`config.mk`:
```
export PLATFORM = sky130hd
export DESIGN_NAME = piso_serializer
export DESIGN_NICKNAME = d
export VERILOG_FILES = /design/src/rtl/piso_serializer.sv
export SDC_FILE = /design/constraint.sdc
export NUM_CORES = 1
export LEC_CHECK = 0
export ABC_CLOCK_PERIOD_IN_PS = 2280
export CAP_MARGIN = 40
export CORE_MARGIN = 5
export CORE_UTILIZATION = 46
export DETAILED_ROUTE_END_ITERATION = 12
export PLACE_DENSITY = 0.83
export SYNTH_ARGS = -nofsm -noshare
export SYNTH_HDL_FRONTEND = slang
export SYNTH_SLANG_ARGS = --single-unit
```
`constraint.sdc`:
```
create_clock -name clk -period 2.28 [get_ports clk]
set_clock_uncertainty 0.15 [all_clocks]
set_input_delay 0.342 -clock clk [delete_from_list [all_inputs] [get_ports clk]]
set_output_delay 0.342 -clock clk [all_outputs]
set_load 0.03 [all_outputs]
```
`src/rtl/piso_serializer.sv`:
```
`default_nettype none
// ============================================================================
// Module   : piso_serializer
// Purpose  : Parallel-in/serial-out stage; streams WIDTH-bit words gaplessly.
// Revision : 1.0 - initial release
// ============================================================================
module piso_serializer #(
  parameter int WIDTH     = 8,
  parameter bit LSB_FIRST = 1'b0,
  parameter bit IDLE_BIT  = 1'b0
) (
  input  logic             clk,
  input  logic             reset,
  input  logic [WIDTH-1:0] data_in,
  input  logic             load_valid,
  output logic             load_ready,
  output logic             out,
  output logic             out_valid,
  output logic             done
);

  localparam int CW = $clog2(WIDTH);
  localparam logic [CW-1:0] c_LAST = CW'(WIDTH - 1);
  localparam logic [CW-1:0] c_ONE  = CW'(1);

  typedef enum logic [0:0] {
    ST_IDLE  = 1'b0,
    ST_SHIFT = 1'b1
  } state_t;

  state_t           r_state;
  logic [CW-1:0]    r_count;
  logic [WIDTH-1:0] r_shift;
  logic             r_out;
  logic             r_out_valid;
  logic             r_done;

  logic             w_accept;
  logic             w_load_bit;
  logic [WIDTH-1:0] w_load_rest;
  logic             w_next_bit;
  logic [WIDTH-1:0] w_next_rest;

  // The shift register holds only the bits still to be sent after the one on out.
  if (LSB_FIRST) begin : g_lsb_first
    assign w_load_bit  = data_in[0];
    assign w_load_rest = data_in >> 1;
    assign w_next_bit  = r_shift[0];
    assign w_next_rest = r_shift >> 1;
  end else begin : g_msb_first
    assign w_load_bit  = data_in[WIDTH-1];
    assign w_load_rest = data_in << 1;
    assign w_next_bit  = r_shift[WIDTH-1];
    assign w_next_rest = r_shift << 1;
  end

  assign load_ready = (r_state == ST_IDLE) || ((r_state == ST_SHIFT) && (r_count == '0));
  assign w_accept   = load_valid && load_ready;

  always_ff @(posedge clk or negedge reset) begin
    if (!reset) begin
      r_state     <= ST_IDLE;
      r_count     <= '0;
      r_shift     <= '0;
      r_out       <= IDLE_BIT;
      r_out_valid <= 1'b0;
      r_done      <= 1'b0;
    end else if (w_accept) begin
      r_state     <= ST_SHIFT;
      r_count     <= c_LAST;
      r_shift     <= w_load_rest;
      r_out       <= w_load_bit;
      r_out_valid <= 1'b1;
      r_done      <= 1'b0;
    end else if ((r_state == ST_SHIFT) && (r_count != '0)) begin
      r_count     <= r_count - c_ONE;
      r_shift     <= w_next_rest;
      r_out       <= w_next_bit;
      r_out_valid <= 1'b1;
      r_done      <= (r_count == c_ONE);
    end else begin
      r_state     <= ST_IDLE;
      r_count     <= '0;
      r_shift     <= '0;
      r_out       <= IDLE_BIT;
      r_out_valid <= 1'b0;
      r_done      <= 1'b0;
    end
  end

  assign out       = r_out;
  assign out_valid = r_out_valid;
  assign done      = r_done;

endmodule
`default_nettype wire

```
Yosys cells after proc, flatten, opt, wreduce, memory -nomap -nowiden
Index checks and enable logic that the tools add are counted.
{"block": "op_classes", "muxes": 12, "add_sub_neg": 1, "eq_ne": 2, "bitwise": 1, "n_reduce_logical": 6}
{"op": "$mux W8", "count": 2}
{"op": "$mux W1", "count": 8}
{"op": "$mux W3", "count": 2}
{"op": "$eq A3 B1 Y1 const B", "count": 1}
{"op": "$logic_and A1 B1 Y1", "count": 3}
{"op": "$logic_not A3 Y1", "count": 1}
{"op": "$reduce_bool A3 Y1", "count": 1}
{"op": "$sub A3 B1 Y3 const B", "count": 1}
{"op": "$ne A2 B2 Y1 const B", "count": 1}
{"op": "$logic_or A1 B1 Y1", "count": 1}
{"op": "$not A1 Y1", "count": 1}
{"block": "word_totals", "in_bits": 11, "ff_bits": 15, "elab_cells": 28, "out_inout_bits": 4}

Depth between registers and ports, before layout
{"block": "depth", "ltp_word": 5, "ltp_mapped": 6, "depth_no_buf": 5}

Worst setup path after synthesis
OpenSTA, ideal clock, no wires.
{"block": "synth_path", "kind": "register to output", "startpoint": "reg r_count[0]", "endpoint": "out load_ready", "path_stages_with_launch": 6, "setup_slack_ns": 0.731, "required_ns": 1.788, "path_buffers": 1, "t_arrival_ns": 1.057, "path_cell_list": "dfrtp_1 > inv_1 > ha_1 > inv_2 > o21ai_4 > buf_8"}
{"block": "synth_between", "elab_chain_cells": 3}
{"item": "start: declaration", "line": "32", "text": "logic [CW-1:0] r_count;"}
{"item": "start signal: assignment", "line": "70", "text": "r_count <= c_LAST;"}
{"item": "start signal: assignment", "line": "76", "text": "r_count <= r_count - c_ONE;"}
{"item": "$logic_not A3 Y1", "line": "57", "text": "assign load_ready = (r_state == ST_IDLE) || ((r_state == ST_SHIFT) && (r_count == '0));"}
{"item": "$logic_and A1 B1 Y1", "line": "57"}
{"item": "$logic_or A1 B1 Y1", "line": "57"}
{"item": "end: declaration", "line": "16", "text": "output logic load_ready,"}
Every way passes these cells.

Worst setup path in the final report
Ends and elaborated chain as after synthesis.

==> flow_summary.yaml <==
yosys:
  synth_cells: 55
  synth_compound_area_frac: 0.0508
  syn_area_sq_um: 641
  synth_top_area_frac: 0.547
  synthTopCellsByArea: "dfrtp_1 55%, mux2i_1 14%, ha_1 5.9%"
  syn-num-nets: 69
  syn_area_per_cell_sq_um: 11.6
  yosysWarnings: 0
  ys_seq_area_frac: 0.547
  synth_top_family_by_area: "multiplexers"
  synth-xor-area-share: 0
  yosys.area_share.simple: 0.104
  synth_cell_type_count: 15
  ys_ff_latch: 14
  synth_mux_area_frac: 0.141
  synth_area_leader_cell: "dfrtp_1"
  yosys.area_share.adder: 0.0586
timing:
  setup_slack_ns: 0.422
  tns_ns: 0
  min_period_ns: 1.86
  rsz0062_at_grt: "false"
  setup_viol: 0
  final.period_utilization: 0.815
  fmax_mhz: 538
  slew_headroom: 0.602
  final_max_slew_viol_count: 0
  worstMarginPinSlew_ns: 0.595
  hold_viol_final: 0
detailed_routing:
  vias: 421
  wl_per_cell_um: 12.4
  drt_iter0_markers: 4
  route.detailed.drc: 0
  vias_per_cell: 4.78
  dr.pass1.iters: 4
  wirelength_um: 1090
  final_antenna_net_count: 0
global_route:
  grt_usage: 0.120
  grt_max_degree: 15
  antenna_found_initial: 0
  grt_pass1_wl_um: 1810
  globalRouteOverflowTotal: 0
  grt_pass1_vias: 411
floorplan:
  ios: 15
  die_area_sq_um: 2240
  row_count: 13
  die_x_um: 47.3
  die_height_um: 47.3
  initial_utilization: 0.486
  fp.coreArea_sq_um: 1320
worst_setup_path:
  cp-end-kind: "output port"
  ff2ff_path_depth: 6
  r2r-start: "r_count[0]"
  worstPathMaxFanout: 4
  path_class: "reg2out"
  arrival_ns: 1.37
  crit_path_start_kind: "flop"
  required_ns: 1.79
  worstReg2RegEnd: "r_shift[3]"
  regToRegSetupSlack_ns: 0.68
pwr:
  power.clock.fraction: 0.185
  p_sw_uw: 341
  p_comb_frac: 0.421
  leakage_uw: 0.000381
  switching_share: 0.352
  peakVddDrop_uv: 659
  intPower_uw: 629
  power_frac_seq: 0.394
  powerDensity_nw_per_um2: 1170
cells_and_area:
  n_fill_cell: 101
  diodes: 0
  drive_gt1_frac: 0.151
  nNetsFinal: 88
  area_growth_pct: 28.9
  fin_cells: 88
place:
  port_buffers: 14
  dpl.hpwl_um: 789
  globalplace.congestion: 0.658
  dp.cells: 84
  pre_cts_ws_ns: 0.700
clock_tree:
  htree_levels: 1
  cts_resized: 0
  clk_pin_slew_worst_paths_ns: 0.09
  clk_latency_ns: 0.27
  root_buffer: "clkbuf_4"
  cts.sinks: 14
  clockBufferDepth: 2
  cts_buffers: 3
  cts_hold_buffers: 0
  post-cts-setup-buffers: 0
  cts_tree: "built"
worst_hold_path:
  min_path_type: "in2async"
outcome:
  status: "finished clean"
job:
  maxCapViolCount: 0
==> cell usage after synthesis <==
library cell	number
inv_2	1
and4bb_2	1
mux2i_1	9
nand3_1	1
o21ai_4	1
o221a_1	1
nor3b_1	1
buf_8	1
ha_1	3
buf_4	1
inv_1	10
dfrtp_1	14
and3_2	1
a21oi_1	1
nand2_1	9
==> area by class of cell <==
cell class	instances	area, sq um	area share
Sequential cell	14	350	0.424
Timing Repair Buffer	16	153	0.185
Clock buffer	4	36.3	0.0439
Tap cell	15	18.8	0.0227
Multi-Input combinational cell	28	226	0.274
Inverter	11	41.3	0.0500
==> sequential cells by signal (all words and copies together), names as in the netlist <==
signal     count
done           1
r_count        3
r_state        1
r_shift        7
out_valid      1
out            1
==> critical path, stage by stage, from the launching register on <==
cell     delay (ns)
dfrtp_1        0.40
inv_1          0.10
ha_1           0.23
inv_2          0.06
o21ai_4        0.12
buf_4          0.17
==> logic make-up after synthesis <==
logic type / Yosys count
AO/OA/AOI/OAI: 3
adder cells (fa/ha/maj): 3
buffers and inverters: 13
flip-flops: 14
multiplexers: 9
AND/OR/NAND/NOR: 13
==> worst max path at each step <==
stage	startpoint	to	cells past startpoint
floorplan	r_count[0]	load_ready	5
finish	r_count[0]	load_ready	5
global placement	r_count[0]	r_count[1]	6
CTS	r_count[0]	load_ready	5
detailed placement	r_count[0]	r_shift[3]	6
global route	r_count[0]	load_ready	5
==> cell usage in the layout, fill, tap and decap left out, types with 3 or more instances in the layout <==
cell | netlist | layout
clkbuf_4 | 0 | 3
dfrtp_1 | 14 | 14
buf_4 | 1 | 3
ha_1 | 3 | 3
nand2_1 | 9 | 9
clkdlybuf4s50_1 | 0 | 13
inv_1 | 10 | 10
mux2i_1 | 9 | 9
==> per-layer routing <==
metal,part of all wire,wire length [um],vias to the layer above,track usage
met5,0,0,-,0
met4,0,0,0,0.0663
met3,0.081,88,0,0.0230
met2,0.46,501,14,0.187
met1,0.46,497,198,0.153
li1,-,-,209,-
==> metrics by stage <==
step | util | total power, uW | instance area (sq um) | hold slack (ns)
6_report | 0.627 | 970 | 826 | 0.283
5_1_grt | 0.627 | 1050 | 826 | 0.316
4_1_cts | 0.627 | 986 | 826 | 0.300
3_5_place_dp | 0.599 | 803 | 790 | 0.332
3_3_place_gp | 0.599 | 787 | 790 | 0.322
2_1_floorplan | - | 695 | 641 | -0.104
==> power by group through the flow <==
stage	registers, uW	clock network, uW	logic (uW)
4_1_cts	384	188	414
2_1_floorplan	411	0	284
3_5_place_dp	390	0	413
3_3_place_gp	386	0	401
5_1_grt	392	201	460
6_report	383	179	408
(Power assumes the default switching activity.)
